[config.mk]
export PLATFORM = sky130hd
export DESIGN_NAME = svnet_tree_pack_flat
export DESIGN_NICKNAME = d
export VERILOG_FILES = /design/src/rtl/svnet_pkg.sv /design/src/rtl/svnet_tree_pack_if.sv /design/src/rtl/svnet_tree_pack.sv /design/src/flat_wrapper.sv
export SDC_FILE = /design/constraint.sdc
export NUM_CORES = 1
export LEC_CHECK = 0
export ABC_AREA = 0
export BUFFER_PORTS_ARGS = -buffer_cell sky130_fd_sc_hd__buf_2
export CAP_MARGIN = 40
export CORE_AREA = 2 2 39 41
export CTS_CLUSTER_DIAMETER = 150
export DETAILED_ROUTE_END_ITERATION = 10
export DIE_AREA = 0 0 41 43
export SLEW_MARGIN = 30
export SYNTH_ARGS = -nofsm -noshare
export SYNTH_HDL_FRONTEND = slang
export SYNTH_SLANG_ARGS = --single-unit
[constraint.sdc]
create_clock -name clk -period 0.8 [get_ports clk]
set_input_delay 0.12 -clock clk [delete_from_list [all_inputs] [get_ports clk]]
set_output_delay 0.12 -clock clk [all_outputs]
set_load 0.01 [all_outputs]
[src/rtl/svnet_pkg.sv]
// Shared constants and helpers for the svnet reduction datapath.
// The pad value is the signed maximum, so padded slots never win a min-reduction.
package svnet_pkg;

   localparam int SVNET_TREE_PACK_DELAY = 1;

   // Signed maximum of 'width' bits; zero for a single-bit word.
   function automatic logic [63:0] svnet_pad_max(input int width);
      logic [63:0] r;
      r = '0;
      for (int i = 0; i < 64; i++) begin
         if (i < width - 1) r[i] = 1'b1;
      end
      return r;
   endfunction

endpackage

[src/rtl/svnet_tree_pack_if.sv]
// Serial word input and packed vector output of the tree-pack producer.
// o_count exists only when SVNET_TREE_PACK_COUNT_EN is defined.
interface svnet_tree_pack_if #(
   parameter int WIDTH = 1,
   parameter int COUNT = 1
);
   localparam int CW = $clog2(COUNT + 1);

   logic                         i_data_valid;
   logic [WIDTH-1:0]             i_data;
   logic                         i_last;
   logic                         o_data_valid;
   logic [COUNT-1:0][WIDTH-1:0]  o_data;
`ifdef SVNET_TREE_PACK_COUNT_EN
   logic [CW-1:0]                o_count;

   modport master (output i_data_valid, i_data, i_last,
                   input  o_data_valid, o_data, o_count);
   modport slave  (input  i_data_valid, i_data, i_last,
                   output o_data_valid, o_data, o_count);
`else
   modport master (output i_data_valid, i_data, i_last,
                   input  o_data_valid, o_data);
   modport slave  (input  i_data_valid, i_data, i_last,
                   output o_data_valid, o_data);
`endif

endinterface

[src/rtl/svnet_tree_pack.sv]
// Packs serial signed words into COUNT-wide vectors, padding short groups; 1-cycle latency, no backpressure.
// Optional o_count of real elements under SVNET_TREE_PACK_COUNT_EN.
module svnet_tree_pack
   import svnet_pkg::*;
#(
   parameter int WIDTH = 1,
   parameter int COUNT = 1
)(
   input  logic              clk,
   input  logic              rst,
   svnet_tree_pack_if.slave  bus
);

   localparam int               IW       = (COUNT > 1) ? $clog2(COUNT) : 1;
   localparam logic [63:0]      PAD_FULL = svnet_pad_max(WIDTH);
   localparam logic [WIDTH-1:0] PAD      = PAD_FULL[WIDTH-1:0];

   logic [COUNT-1:0][WIDTH-1:0] buf_q;
   logic [COUNT-1:0][WIDTH-1:0] merged;
   logic [IW-1:0]               idx;
   logic                        close;

   // Slots above idx are always PAD, so merging the new word yields the padded vector directly.
   always_comb begin
      close  = bus.i_data_valid && ((idx == IW'(COUNT - 1)) || bus.i_last);
      merged = buf_q;
      for (int i = 0; i < COUNT; i++) begin
         if (idx == IW'(i)) merged[i] = bus.i_data;
      end
   end

   always_ff @(posedge clk) begin
      if (rst) begin
         buf_q <= {COUNT{PAD}};
         idx   <= '0;
      end else if (bus.i_data_valid) begin
         if (close) begin
            buf_q <= {COUNT{PAD}};
            idx   <= '0;
         end else begin
            buf_q <= merged;
            idx   <= idx + IW'(1);
         end
      end
   end

   always_ff @(posedge clk) begin
      if (rst) begin
         bus.o_data_valid <= 1'b0;
         bus.o_data       <= {COUNT{PAD}};
`ifdef SVNET_TREE_PACK_COUNT_EN
         bus.o_count      <= '0;
`endif
      end else begin
         bus.o_data_valid <= close;
         if (close) begin
            bus.o_data <= merged;
`ifdef SVNET_TREE_PACK_COUNT_EN
            bus.o_count <= $bits(bus.o_count)'(idx) + $bits(bus.o_count)'(1);
`endif
         end
      end
   end

endmodule

[src/flat_wrapper.sv]
// flat-port wrapper written by rule: the top's interface ports become plain ports
module svnet_tree_pack_flat import svnet_pkg::*;
#(
   parameter int WIDTH = 1,
   parameter int COUNT = 1
)
  (clk, rst, bus_i_data_valid, bus_i_data, bus_i_last, bus_o_data_valid, bus_o_data);
  svnet_tree_pack_if #(.WIDTH(WIDTH), .COUNT(COUNT)) bus_i ();
  input  logic clk;
  input  logic rst;
  input wire logic [$bits(bus_i.i_data_valid)-1:0] bus_i_data_valid;
  input wire logic [$bits(bus_i.i_data)-1:0] bus_i_data;
  input wire logic [$bits(bus_i.i_last)-1:0] bus_i_last;
  output wire logic [$bits(bus_i.o_data_valid)-1:0] bus_o_data_valid;
  output wire logic [$bits(bus_i.o_data)-1:0] bus_o_data;
  assign bus_i.i_data_valid = bus_i_data_valid;
  assign bus_i.i_data = bus_i_data;
  assign bus_i.i_last = bus_i_last;
  assign bus_o_data_valid = bus_i.o_data_valid;
  assign bus_o_data = bus_i.o_data;
  svnet_tree_pack #(.WIDTH(WIDTH), .COUNT(COUNT)) u_core (.clk(clk), .rst(rst), .bus(bus_i));
endmodule
==> run summary <==
status - finished clean
Pre-antenna DRT Iters - 2
Design Area, Final - 230 µm²
post-synthesis area per instance - 11.2 µm²
core area - 1380 µm²
Placer Congestion - 0.530
GRT Overall Usage - 4.81%
switching power - 99.1 µW
I/O pin count - 7
Slew @ Worst Pin - 201 ps
CP arrival - 920 ps
die width - 41 µm
# rows - 14
via count - 115
area grow syn2layout - 72.0%
DRT iter0 DRCs - 1
fin crit period - 790 ps
Placed Instance Area - 184 µm²
vias in the first global route - 128
Slew Limit Fails - 0
Overflow after GRT - 0
initial antenna violation count - 0
largest net degree at the start of global routing - 5
Seq/Total Area, Yosys - 59.8%
IO buf count - 6
hold crit path type - input pin to register
area of the mapped netlist - 134 µm²
Final setup viols - 0
Worst setup EP type - register
CTS buffer count - 3
Maximum Capacitance Violations - 0
Max-Slew Margin vs Limit - 86.5%
crit path launch type - register
f_max - 1270 MHz
Cell variety after synth - 9
Remaining DRCs - 0
Clock Latency Late Sink - 230 ps
Cell Int Power - 400 µW
Hold Fails Final Rpt - 0
Clock power frac - 49.5%
Comb pwr share - 8.1%
Crit Path Max Fanout - 3
largest area contributor in the netlist - dfxtp_1
Leakage - 0.101 nW
PD cells - 2170 nW/µm²
Sw Ratio - 19.8%
critical path class - register to register
Routed WL - 313 µm
DR WL/cell - 8.46 µm
Num Clock Sinks - 4
clock skew - 2.96 ps
maximum VDD drop - 0.309 mV
top cells by area, synth - dfxtp_1, mux2i_1, a311oi_1
vias per inst - 3.11
CTS root buffer - clkbuf_4
Clock Tree Buf Depth - 2
Total Die Area - 1760 µm²
Setup Buffers After CTS - 0
Worst-path clk slew - 40 ps
top-area cell type share of the netlist area - 59.8%
synth warn - 0
die height - 43 µm
CTS tree - yes
Fillers - 162
share of layout cells above drive strength 1 - 61.9%
Initial Util - 9.67%
synthesized flop and latch total - 4
RSZ-0062 raised after global routing - yes
ant diodes - 0
fin crit share - 98.8%
part of the power in registers - 42.4%
Final nets - 28
DRT antenna net count - 0
Overall Power - 499 µW
Synth Instances - 12
H-tree depth - 1
first-pass GRT wire length - 476 µm
syn nets - 17
Critical Path RT - 930 ps
path summary, 6_finish.rpt:
check / from / cells after the start / slack, ps / endpoint
max: u_core.idx / 2 / 10 / u_core.bus.o_data
min: rst / 2 / 90 / u_core.bus.o_data_valid
max reg2reg: u_core.idx / 2 / 10 / u_core.bus.o_data
min reg2reg: u_core.idx / 1 / 510 / u_core.idx
power groups by stage:
stage	Sequential [mW]	Combinational (mW)	Clock, mW
finish	0.212	0.0403	0.247
CTS	0.210	0.0324	0.256
detailed placement	0.212	0.0324	0
global placement	0.212	0.0326	0
global route	0.212	0.0449	0.272
floorplan	0.215	0.00864	0
cell type report:
type | count | area (µm²) | area share, %
clock buffers | 3 | 22.5 | 9.78
multi-input cells | 8 | 61.3 | 26.6
well taps | 16 | 20.0 | 8.70
flip-flops and latches | 4 | 83.8 | 36.4
repair buffers | 6 | 42.5 | 18.5
cell usage in the layout (no fill, tap or decap), types with 2 or more instances in the layout:
cell type / instances
clkbuf_4: 3
buf_6: 2
buf_2: 4
dfxtp_2: 3
Yosys cell counts, drive strengths merged:
cell type / n
dfxtp: 4
a21oi: 1
a311oi: 1
and3b: 1
mux2i: 1
nand2: 1
nand2b: 1
nor2: 1
nor3b: 1
stage by stage:
stage | TNS [ps] | hold WS [ps] | setup WS [ps] | utilization (%) | instances
after floorplan | 0 | 192 | 38.3 | - | 12
after global placement | -36.4 | 334 | -36.4 | 13.3 | 34
after detailed placement | -24.6 | 337 | -24.6 | 13.3 | 34
after CTS | 0 | 83.7 | 0.982 | 15.1 | 37
after global routing | -23.7 | 91.0 | -23.7 | 16.6 | 37
final | 0 | 85.0 | 9.89 | 16.6 | 37
what timing repair did:
item	in CTS	in global routing
resized for setup	2	4
pin swaps	1	1
hold buffers	0	0
setup endpoints to repair	2	4
registers in the layout, indices dropped and copies added, names as in the netlist:
signal / count
u_core.buf_q: 1
u_core.bus.o_data: 1
u_core.bus.o_data_valid: 1
u_core.idx: 1
kinds of logic (layout without fill, tap and decap cells):
kind of cell | after synthesis | count (layout) | share of synthesized area [%]
AOI/OAI and AO/OA | 2 | 2 | 10.3
muxes | 1 | 1 | 7.48
and+or+nand+nor | 5 | 5 | 22.4
DFF | 4 | 4 | 59.8
buffers and inverters | 0 | 9 | 0
worst max-delay path: stages (launching register included):
cell,delay (ps)
dfxtp_2,330
mux2i_1,110
a311oi_1,240
layer usage:
metal / GRT usage, % / wire length, µm
met1: 5.13 / 161
met2: 4.38 / 112
met3: 3.14 / 39
met4: 8.00 / 0
met5: 0 / 0
Power figures use the tool's default switching activity.
